--- src/rtl/rails_sequencer.sv ---
// rails_sequencer
//   Power-rail sequencer between the SPI register bank and the RAILS_* pins.
//   Ramps LP15V -> LP30V -> LP60V one rail per dwell period and ramps down in
//   reverse order. RAILS_OE (active-low) is asserted before the first rail
//   rises and released one dwell after the last rail falls. An external fault
//   (or, optionally, a heartbeat timeout) forces everything off.
//
// Ports
//   clk            system clock
//   rst_n          synchronous active-low reset
//   target[2:0]    requested rails {60V,30V,15V}; nested into a level 0..3
//   fault_n        asynchronous external fault, active-low (2-flop synchronised)
//   kick           heartbeat pulse; only used with the watchdog build
//   rails_lp15v    LP15V enable
//   rails_lp30v    LP30V enable
//   rails_lp60v    LP60V enable
//   rails_oe       output enable, active-low
//   busy           high while sequencing (OE_SETUP/UP/DOWN/OE_HOLD)
//   fault_latched  high while in FAULT
//   state[2:0]     current state encoding for readback
//
// Build option
//   RAILS_SEQ_WATCHDOG_EN  adds a heartbeat watchdog of WDOG_CYCLES clocks that
//                          forces FAULT when rails are up and kick stops.
module rails_sequencer #(
  parameter int DWELL_CYCLES = 20000,
  parameter int WDOG_CYCLES  = 2000000
) (
  input  logic       clk,
  input  logic       rst_n,
  input  logic [2:0] target,
  input  logic       fault_n,
  input  logic       kick,
  output logic       rails_lp15v,
  output logic       rails_lp30v,
  output logic       rails_lp60v,
  output logic       rails_oe,
  output logic       busy,
  output logic       fault_latched,
  output logic [2:0] state
);

  typedef enum logic [2:0] {
    ST_OFF      = 3'd0,
    ST_OE_SETUP = 3'd1,
    ST_UP       = 3'd2,
    ST_ON       = 3'd3,
    ST_DOWN     = 3'd4,
    ST_OE_HOLD  = 3'd5,
    ST_FAULT    = 3'd6
  } state_t;

  localparam int DCW = (DWELL_CYCLES > 2) ? $clog2(DWELL_CYCLES) : 1;
  localparam logic [DCW-1:0] DWELL_LOAD = DCW'(DWELL_CYCLES - 1);

  state_t         state_reg;
  logic [2:0]     rails_reg;
  logic           oe_reg;
  logic [1:0]     cur_level_reg;
  logic [DCW-1:0] dwell_reg;
  logic [2:0]     target_reg;
  logic           fault_sync1_reg;
  logic           fault_sync2_reg;

  logic [1:0]     tgt_level;
  logic [2:0]     up_mask;
  logic [2:0]     dn_mask;
  logic           dwell_done;
  logic           wdog_fault;
  logic           fault_hit;

  // Higher rails only count when every lower rail is also requested.
  always_comb begin
    tgt_level = 2'd0;
    if (target_reg[0] && target_reg[1] && target_reg[2]) tgt_level = 2'd3;
    else if (target_reg[0] && target_reg[1])             tgt_level = 2'd2;
    else if (target_reg[0])                              tgt_level = 2'd1;
  end

  // up_mask selects the rail just above cur_level, dn_mask the highest rail on.
  always_comb begin
    up_mask = 3'b000;
    dn_mask = 3'b000;
    case (cur_level_reg)
      2'd0: up_mask = 3'b001;
      2'd1: begin up_mask = 3'b010; dn_mask = 3'b001; end
      2'd2: begin up_mask = 3'b100; dn_mask = 3'b010; end
      default: dn_mask = 3'b100;
    endcase
  end

  assign dwell_done = (dwell_reg == '0);

`ifdef RAILS_SEQ_WATCHDOG_EN
  localparam int WCW = (WDOG_CYCLES > 2) ? $clog2(WDOG_CYCLES) : 1;
  localparam logic [WCW-1:0] WDOG_LOAD = WCW'(WDOG_CYCLES - 1);

  logic [WCW-1:0] wdog_reg;

  // Watchdog only runs while at least one rail is up.
  always_ff @(posedge clk) begin
    if (!rst_n) begin
      wdog_reg <= '0;
    end else if (kick || (cur_level_reg == 2'd0)) begin
      wdog_reg <= WDOG_LOAD;
    end else if (wdog_reg != '0) begin
      wdog_reg <= wdog_reg - 1'b1;
    end
  end

  // Not gated by kick: a kick arriving on the expiry edge is too late.
  assign wdog_fault = (wdog_reg == '0) && (cur_level_reg != 2'd0);
`else
  logic unused_ok;
  assign unused_ok  = ^{kick, WDOG_CYCLES};
  assign wdog_fault = 1'b0;
`endif

  assign fault_hit = !fault_sync2_reg || wdog_fault;

  always_ff @(posedge clk) begin
    if (!rst_n) begin
      state_reg       <= ST_OFF;
      rails_reg       <= 3'b000;
      oe_reg          <= 1'b1;
      cur_level_reg   <= 2'd0;
      dwell_reg       <= '0;
      target_reg      <= 3'b000;
      fault_sync1_reg <= 1'b1;
      fault_sync2_reg <= 1'b1;
    end else begin
      fault_sync1_reg <= fault_n;
      fault_sync2_reg <= fault_sync1_reg;
      target_reg      <= target;

      if (state_reg == ST_FAULT) begin
        rails_reg     <= 3'b000;
        oe_reg        <= 1'b1;
        cur_level_reg <= 2'd0;
        dwell_reg     <= '0;
        // Leaving FAULT needs both a clean fault input and an explicit
        // all-off request, so rails cannot bounce straight back up.
        if (fault_sync2_reg && (target == 3'b000)) state_reg <= ST_OFF;
      end else if (fault_hit) begin
        rails_reg     <= 3'b000;
        oe_reg        <= 1'b1;
        cur_level_reg <= 2'd0;
        dwell_reg     <= '0;
        state_reg     <= ST_FAULT;
      end else begin
        case (state_reg)
          ST_OFF: begin
            rails_reg <= 3'b000;
            oe_reg    <= 1'b1;
            if (tgt_level != 2'd0) begin
              oe_reg    <= 1'b0;
              dwell_reg <= DWELL_LOAD;
              state_reg <= ST_OE_SETUP;
            end
          end
          ST_OE_SETUP: begin
            if (dwell_done) begin
              rails_reg     <= rails_reg | up_mask;
              cur_level_reg <= cur_level_reg + 2'd1;
              dwell_reg     <= DWELL_LOAD;
              state_reg     <= ST_UP;
            end else begin
              dwell_reg <= dwell_reg - 1'b1;
            end
          end
          ST_UP: begin
            if (dwell_done) begin
              if (tgt_level > cur_level_reg) begin
                rails_reg     <= rails_reg | up_mask;
                cur_level_reg <= cur_level_reg + 2'd1;
                dwell_reg     <= DWELL_LOAD;
              end else if (tgt_level < cur_level_reg) begin
                dwell_reg <= DWELL_LOAD;
                state_reg <= ST_DOWN;
              end else begin
                state_reg <= ST_ON;
              end
            end else begin
              dwell_reg <= dwell_reg - 1'b1;
            end
          end
          ST_ON: begin
            if (tgt_level > cur_level_reg) begin
              rails_reg     <= rails_reg | up_mask;
              cur_level_reg <= cur_level_reg + 2'd1;
              dwell_reg     <= DWELL_LOAD;
              state_reg     <= ST_UP;
            end else if (tgt_level < cur_level_reg) begin
              rails_reg     <= rails_reg & ~dn_mask;
              cur_level_reg <= cur_level_reg - 2'd1;
              dwell_reg     <= DWELL_LOAD;
              state_reg     <= ST_DOWN;
            end
          end
          ST_DOWN: begin
            if (dwell_done) begin
              dwell_reg <= DWELL_LOAD;
              if (cur_level_reg > tgt_level) begin
                rails_reg     <= rails_reg & ~dn_mask;
                cur_level_reg <= cur_level_reg - 2'd1;
                // Dropping the last rail starts the OE hold immediately so
                // OE releases one dwell after LP15V falls.
                if (cur_level_reg == 2'd1) state_reg <= ST_OE_HOLD;
              end else if (cur_level_reg == 2'd0) begin
                state_reg <= ST_OE_HOLD;
              end else if (tgt_level > cur_level_reg) begin
                state_reg <= ST_UP;
              end else begin
                state_reg <= ST_ON;
              end
            end else begin
              dwell_reg <= dwell_reg - 1'b1;
            end
          end
          ST_OE_HOLD: begin
            if (dwell_done) begin
              oe_reg    <= 1'b1;
              state_reg <= ST_OFF;
            end else begin
              dwell_reg <= dwell_reg - 1'b1;
            end
          end
          default: begin
            rails_reg     <= 3'b000;
            oe_reg        <= 1'b1;
            cur_level_reg <= 2'd0;
            state_reg     <= ST_FAULT;
          end
        endcase
      end
    end
  end

  assign rails_lp15v   = rails_reg[0];
  assign rails_lp30v   = rails_reg[1];
  assign rails_lp60v   = rails_reg[2];
  assign rails_oe      = oe_reg;
  assign state         = state_reg;
  assign busy          = (state_reg == ST_OE_SETUP) || (state_reg == ST_UP) ||
                         (state_reg == ST_DOWN)     || (state_reg == ST_OE_HOLD);
  assign fault_latched = (state_reg == ST_FAULT);

endmodule

--- config.mk ---
export PLATFORM = sky130hd
export DESIGN_NAME = rails_sequencer
export DESIGN_NICKNAME = d
export VERILOG_FILES = /design/src/rtl/rails_sequencer.sv
export SDC_FILE = /design/constraint.sdc
export NUM_CORES = 1
export LEC_CHECK = 0
export BUFFER_PORTS_ARGS = -buffer_cell sky130_fd_sc_hd__buf_2
export CAP_MARGIN = 20
export CORE_MARGIN = 2
export CORE_UTILIZATION = 60
export CTS_CLUSTER_DIAMETER = 60
export DETAILED_ROUTE_END_ITERATION = 16
export PLACE_DENSITY = 0.86
export SETUP_SLACK_MARGIN = 0.5
export SKIP_LAST_GASP = 1
export SYNTH_ARGS = -nofsm -noshare
export SYNTH_HDL_FRONTEND = slang
export SYNTH_SLANG_ARGS = --single-unit
--- constraint.sdc ---
create_clock -name clk -period 2.7 [get_ports clk]
set_input_delay 0.81 -clock clk [delete_from_list [all_inputs] [get_ports clk]]
set_output_delay 0.81 -clock clk [all_outputs]
set_load 0.1 [all_outputs]
==> impl_metrics.py, run 1 <==
metrics = {
    "status": {
        "status": "finished clean",
    },
    "synthesis": {
        "yosysUniqueCellTypes": 76,
        "syn-num-nets": 296,
        "syn_area_per_cell_sq_um": 7.97,
        "synth-seq-area-share": 0.259,
        "syn_inst": 281,
        "ys_ff_latch": 29,
        "synth_edf_count": 0,
        "async_flop_share": 0,
        "syn_area_sq_um": 2240,
        "ys.flop_type": "dfxtp_1",
        "ys_warn_count": 0,
    },
    "finish": {
        "diodes": 0,
        "largest_reg_flops": 15,
        "syn2layout_area_growth_pct": 18.9,
        "drive_above_1_share": 0.243,
        "final_common_cell": "nand2_1",
        "regArea_sq_um": 594,
        "nFillCells": 297,
        "nets": 319,
        "multi_input_comb_area_sq_um": 1670,
        "final_cell_mix": "nand2_1, dfxtp_1, nor2_1",
    },
    "floorplan": {
        "initial_utilization": 0.616,
        "die-area_sq_um": 4240,
        "die_h_microns": 65.1,
        "io_pins": 16,
        "core-area_sq_um": 3630,
        "die-width_microns": 65.1,
        "rows": 22,
    },
    "sta": {
        "slew_headroom": 0.558,
        "hold_viol": 0,
        "setup_viol": 0,
        "max_freq_ghz": 0.447,
        "rsz0062_at_grt": "yes",
        "layout_setup_ws_ps": 461,
        "fin_skew_ps": 9.98,
        "post-route-period-util": 0.829,
        "slew_viol_final": 0,
        "period_needed_ps": 2240,
        "setup_tns_ps": 0,
        "tightestPinTransition_ps": 657,
    },
    "setup_path": {
        "crit_path_start": "state[0]",
        "worstPathArrival_ps": 1430,
        "reg2reg_from": "dwell_reg[5]",
        "crit_path_start_kind": "register",
        "required_ps": 1890,
        "crit_type": "register to output pin",
        "worst-path-max-fanout": 5,
        "end_kind": "output pin",
    },
    "detailed_routing": {
        "drtPass1Iterations": 5,
        "routed_wl_microns": 6350,
        "num_vias": 2452,
        "wl_per_cell_microns": 18.0,
        "postRouteAntennaNets": 0,
        "route.detailed.drc": 0,
        "via_per_inst": 6.97,
        "drtIter0Drc": 271,
    },
    "global_route": {
        "met2_usage": 0.472,
        "grt_max_degree": 23,
        "grt_overflow": 0,
        "grt_pass1_wl_microns": 10200,
        "use_met3": 0.0677,
        "grt_pass1_vias": 2068,
        "grt_use_met1": 0.444,
        "grt_busiest_layer": "met2",
        "antenna_found_initial": 0,
        "grt_usage": 0.314,
    },
    "clock_tree": {
        "path_clk_slew_ps": 60,
        "numCtsBuffers": 5,
        "ctsHoldBuffers": 0,
        "h-tree-depth": 2,
        "root_buffer": "clkbuf_8",
        "clk_latency_ps": 290,
        "cts_tree": "yes",
        "cts_sinks": 29,
        "clockBufferDepth": 2,
    },
    "flow_run": {
        "cap_violations": 0,
    },
    "place": {
        "pre_cts_slack_ps": 231,
        "gp_congestion": 0.895,
        "port_buffers": 14,
        "place_hpwl_microns": 4270,
    },
    "hold_path": {
        "worstHoldPathType": "register to register",
        "hold_path.startpoint": "fault_sync1_reg",
    },
}
final timing paths:
path	end	slack [ps]	cells after the start
setup / recovery	busy	460	4
hold / removal	fault_sync2_reg	430	1
setup reg to reg	dwell_reg[5]	480	6
hold reg to reg	fault_sync2_reg	430	1
Yosys cell counts, drive strengths merged, types with 4 or more instances:
master,n,share of area
nand2,33,0.056
a21oi,17,0.038
nand3,4,0.0089
nor2,21,0.035
clkbuf,9,0.015
a211oi,5,0.021
nand2b,4,0.011
ha,8,0.045
o32ai,4,0.024
nor3,4,0.0089
nor4,4,0.021
a31oi,4,0.011
inv,13,0.022
a41oi,4,0.019
o31ai,4,0.013
a21o,6,0.020
o21ai,18,0.042
buf,5,0.011
o211ai,5,0.017
dfxtp,29,0.26
and2,6,0.017
or3,6,0.017
nor2b,4,0.011
repair_timing:
| action | CTS | global route |
|---|---|---|
| cloned | 0 | 1 |
| pin swaps | 1 | 7 |
| setup endpoints to repair | 14 | 26 |
| buffers inserted | 2 | 7 |
| gates resized for setup | 12 | 14 |
routing by layer:
layer	wire, microns	share of wire
met1	2730	0.43
met2	2830	0.45
met3	639	0.10
met4	159	0.025
met5	0	0
worst max-delay path: stages (launching register included):
cell        delay, ps
dfxtp_4           350
or3_4             400
nand2_4            80
clkinvlp_4        120
buf_12            180
cell type report:
| class | instances | area share |
|---|---|---|
| multi-input cells | 226 | 0.626 |
| flip-flops and latches | 29 | 0.223 |
| repair buffers | 29 | 0.0761 |
| clock buffers | 7 | 0.0324 |
| well taps | 48 | 0.0226 |
| inverters | 13 | 0.0197 |
kinds of logic (layout without fill, tap and decap cells):
| logic type | Yosys count | count (layout) | synth area share |
|---|---|---|---|
| adders and majority gates | 8 | 8 | 0.0447 |
| AOI/OAI and AO/OA | 105 | 105 | 0.362 |
| and+or+nand+nor | 107 | 108 | 0.266 |
| muxes | 2 | 2 | 0.00894 |
| xor gates and xnor gates | 3 | 3 | 0.0117 |
| buffers and inverters | 27 | 49 | 0.0475 |
| DFF | 29 | 29 | 0.259 |
through the flow:
| step | util | instances | instance area, sq um | hold slack (ps) |
|---|---|---|---|---|
| global route | 0.733 | 352 | 2660 | 440 |
| CTS | 0.701 | 344 | 2550 | 437 |
| floorplan | - | 281 | 2300 | 386 |
| finish | 0.733 | 352 | 2660 | 432 |
| detailed placement | 0.657 | 335 | 2390 | 411 |
| global placement | 0.657 | 335 | 2390 | 386 |
Power of run 1 is not shown: default switching activity piles up to over one toggle a cycle in this logic, so the estimate is an artifact.
==> run 2, diff against run 1 <==
--- a/config.mk
+++ b/config.mk
@@ -8,10 +8,10 @@
 export BUFFER_PORTS_ARGS = -buffer_cell sky130_fd_sc_hd__buf_2
 export CAP_MARGIN = 20
 export CORE_MARGIN = 2
-export CORE_UTILIZATION = 60
+export CORE_UTILIZATION = 55
 export CTS_CLUSTER_DIAMETER = 60
 export DETAILED_ROUTE_END_ITERATION = 16
-export PLACE_DENSITY = 0.86
+export PLACE_DENSITY = 0.84
 export SETUP_SLACK_MARGIN = 0.5
 export SKIP_LAST_GASP = 1
 export SYNTH_ARGS = -nofsm -noshare
==> constraint.sdc (replaced) <==
create_clock -name clk -period 1.9 [get_ports clk]
set_input_delay 0.57 -clock clk [delete_from_list [all_inputs] [get_ports clk]]
set_output_delay 0.57 -clock clk [all_outputs]
set_load 0.1 [all_outputs]
==> run 2 against run 1 <==
Compared with the run above: the flow now stops in 5_1_grt; area after synthesis is the same; synthesized cell count did not move.
==> impl_metrics.py, run 2 <==
metrics = {
    "status": {
        "status": "did not finish",
        "haltStage": "5_1_grt",
        "stop_error": "[ERROR DPL-0038] Utilization greater than 100%, impossible to legalize",
    },
    "synthesis": {
        "syn_area_per_cell_sq_um": 7.97,
        "synth_top_area_cell": "dfxtp_1",
        "ys.flop_type": "dfxtp_1",
        "synthTopCellsByArea": "dfxtp_1, nand2_1, ha_1",
        "async_flop_share": 0,
        "synth-simple-area-share": 0.266,
        "synth_compound_area_frac": 0.362,
        "synth_top_cell_area_share": 0.259,
        "synth_xor_area_frac": 0.0117,
        "syn_area_sq_um": 2240,
        "syn_inst": 281,
        "syn-num-nets": 296,
        "synth_top_family_by_area": "compound AO/OA/AOI/OAI gates",
        "ys_ff_latch": 29,
        "yosysMostFrequentCell": "nand2_1",
        "synth-seq-area-share": 0.259,
        "synthAdderAreaFrac": 0.0447,
        "synth_edf_count": 0,
        "yosysUniqueCellTypes": 76,
        "synth_commonest_cells": "nand2_1, dfxtp_1, nor2_1",
        "synthMuxAreaShare": 0.00894,
        "ys_warn_count": 0,
    },
    "clock_tree": {
        "numCtsBuffers": 5,
        "h-tree-depth": 2,
        "clockBufferDepth": 2,
        "cts_sinks": 29,
        "root_buffer": "clkbuf_8",
    },
    "place": {
        "port_buffers": 14,
        "place_inst": 381,
        "gp_congestion": 0.874,
        "place_hpwl_microns": 4970,
        "pre_cts_slack_ps": -319,
    },
    "global_route": {
        "grt_max_degree": 23,
    },
    "floorplan": {
        "rows": 23,
        "die_h_microns": 67.8,
        "io_pins": 16,
        "initial_utilization": 0.564,
        "die-width_microns": 67.8,
    },
    "sta": {
        "worstEpCategory": "register input",
        "worst_endpoint": "state[1]$_SDFFE_PN0P_/D",
    },
}
## run 2: kinds of logic after synthesis
family                   Yosys count
AND/OR/NAND/NOR                  107
flip-flops                        29
buffers and inverters             27
AO/OA/AOI/OAI                    105
XOR/XNOR                           3
multiplexers                       2
adder cells (fa/ha/maj)            8
## run 2: repair_timing
| action | in CTS |
|---|---|
| buffers inserted | 20 |
| endpoints found under the setup margin | 33 |
| pin swaps | 36 |
| cloned | 1 |
| gates resized for setup | 89 |
| hold buffers | 0 |
## run 2: stage by stage
| stage | area (sq um) | util |
|---|---|---|
| after detailed placement | 2850 | 0.718 |
| after CTS | 3520 | 0.886 |
| after global placement | 2850 | 0.718 |
| after floorplan | 2380 | - |
==> run 3, diff against run 2 <==
--- a/config.mk
+++ b/config.mk
@@ -8,11 +8,9 @@
 export BUFFER_PORTS_ARGS = -buffer_cell sky130_fd_sc_hd__buf_2
 export CAP_MARGIN = 20
 export CORE_MARGIN = 2
-export CORE_UTILIZATION = 55
-export CTS_CLUSTER_DIAMETER = 60
+export CORE_UTILIZATION = 40
 export DETAILED_ROUTE_END_ITERATION = 16
-export PLACE_DENSITY = 0.84
-export SETUP_SLACK_MARGIN = 0.5
+export PLACE_DENSITY_LB_ADDON = 0.15
 export SKIP_LAST_GASP = 1
 export SYNTH_ARGS = -nofsm -noshare
 export SYNTH_HDL_FRONTEND = slang
==> constraint.sdc (replaced) <==
create_clock -name clk -period 2.45 [get_ports clk]
set_input_delay 0.735 -clock clk [delete_from_list [all_inputs] [get_ports clk]]
set_output_delay 0.735 -clock clk [all_outputs]
set_load 0.1 [all_outputs]
==> run 3 against run 2 <==
Compared with the run above: the flow now finishes without violations.
==> impl_metrics.py, run 3 (synthesis results as in run 1) <==
metrics = {
    "finish": {
        "drive_above_1_share": 0.190,
        "fin_util": 0.474,
        "syn2layout_area_growth_pct": 15.3,
        "diodes": 0,
        "largest_reg_flops": 15,
        "final_common_cell": "nand2_1",
        "nets": 319,
        "final_cell_mix": "nand2_1, dfxtp_1, nor2_1",
        "stdcell_area_sq_um": 2580,
    },
    "floorplan": {
        "die_h_microns": 78.8,
        "rows": 27,
        "initial_utilization": 0.412,
        "io_pins": 16,
        "core-area_sq_um": 5440,
        "die-width_microns": 78.8,
        "die-area_sq_um": 6210,
    },
    "sta": {
        "setup_tns_ps": 0,
        "period_needed_ps": 2350,
        "setup_viol": 0,
        "max_freq_ghz": 0.425,
        "fin_skew_ps": 5.27,
        "slew_viol_final": 0,
        "post-route-period-util": 0.960,
        "slew_headroom": 0.599,
        "rsz0062_at_grt": "no",
        "tightestPinTransition_ps": 600,
        "layout_setup_ws_ps": 98.6,
        "hold_viol": 0,
    },
    "global_route": {
        "antenna_found_initial": 0,
        "grt_pass1_vias": 2143,
        "grt_usage": 0.220,
        "grt_overflow": 0,
        "grt_pass1_wl_microns": 10800,
        "grt_max_degree": 28,
    },
    "setup_path": {
        "end_kind": "output pin",
        "worstSetupPathDepth": 3,
        "r2r_slack_ps": 160,
        "crit_type": "register to output pin",
        "reg2reg_to": "cur_level_reg[0]",
        "worst-path-max-fanout": 18,
        "r2r_cells": 7,
        "reg2reg_from": "cur_level_reg[1]",
        "required_ps": 1710,
        "crit_path_start_kind": "register",
        "worstPathArrival_ps": 1620,
        "worstPathBufferInverterCount": 1,
        "cp_cell_sequence": "nand2_1, nor2_4, buf_2",
        "critPathCapture": "fault_latched",
        "crit_path_start": "state[2]",
        "slowest_stage": "dfxtp_2",
        "slowest_delay_ps": 500,
        "cp_top_family": "flip-flops",
    },
    "detailed_routing": {
        "route.detailed.drc": 0,
        "via_per_inst": 5.98,
        "routed_wl_microns": 6440,
        "wl_per_cell_microns": 17.1,
        "drtIter0Drc": 136,
        "drtPass1Iterations": 4,
        "num_vias": 2256,
        "postRouteAntennaNets": 0,
    },
    "power_and_ir_drop": {
        "irDropWorstVdd_mv": 0.633,
        "power_density_nw_per_um2": 1620,
        "p_leak_nw": 1.00,
    },
    "clock_tree": {
        "root_buffer": "clkbuf_8",
        "cts_tree": "yes",
        "ctsHoldBuffers": 0,
        "numCtsBuffers": 5,
        "path_clk_slew_ps": 60,
        "clockBufferDepth": 2,
        "cts_sinks": 29,
        "clk_latency_ps": 280,
        "h-tree-depth": 2,
    },
    "place": {
        "port_buffers": 14,
        "postPlaceCellArea_sq_um": 2490,
        "gp_congestion": 0.863,
        "pre_cts_slack_ps": 90.7,
        "place_hpwl_microns": 4710,
    },
    "hold_path": {
        "worstHoldPathType": "register to register",
        "min_path_cells": 1,
    },
    "flow_run": {
        "cap_violations": 0,
    },
    "status": {
        "status": "finished clean",
    },
}
run 3: final cells by class:
class | count | area, sq um
Fill cell | 570 | 2860
Multi-Input combinational cell | 225 | 1560
Sequential cell | 29 | 589
Timing Repair Buffer | 30 | 209
Tap cell | 72 | 90.1
Clock buffer | 8 | 80.1
Inverter | 13 | 52.6
run 3: timing repair:
item,CTS,global route
endpoints found under the setup margin,0,1
gates resized for setup,0,1
endpoints found under the hold margin,0,0
buffers inserted,0,1
run 3: worst reg2reg max path: cells and delay by family, from the launching register on:
family                     cells  cell delay (ps)
DFF                            1              360
adders and majority gates      1              360
buffers and inverters          1              110
AOI/OAI and AO/OA              2              650
and+or+nand+nor                3              740
run 3: layer usage:
layer | GRT usage | wire length (microns)
met1 | 0.284 | 2970
met2 | 0.371 | 3150
met3 | 0.0466 | 251
met4 | 0.0614 | 68
met5 | 0 | 0
run 3: stage by stage:
step	hold WS, ps	power, mW	std cells
global placement	393	3.73	368
floorplan	386	2.98	281
finish	409	4.19	377
global route	444	4.53	377
CTS	416	4.15	376
detailed placement	399	3.75	368
run 3: worst min path at each step:
stage	slack, ps	end	start
5_1_grt	440	fault_sync2_reg	fault_sync1_reg
3_3_place_gp	390	fault_sync2_reg	fault_sync1_reg
4_1_cts	420	fault_sync2_reg	fault_sync1_reg
3_5_place_dp	400	fault_sync2_reg	fault_sync1_reg
2_1_floorplan	390	fault_sync2_reg	fault_sync1_reg
6_report	410	fault_sync2_reg	fault_sync1_reg
run 3: power breakdown:
| part | total (mW) | internal, mW | switching [mW] |
|---|---|---|---|
| registers | 0.843 | 0.615 | 0.228 |
| logic | 2.96 | 1.10 | 1.87 |
| clock network | 0.383 | 0.202 | 0.182 |
| total | 4.19 | 1.91 | 2.28 |
Power figures use the tool's default switching activity.
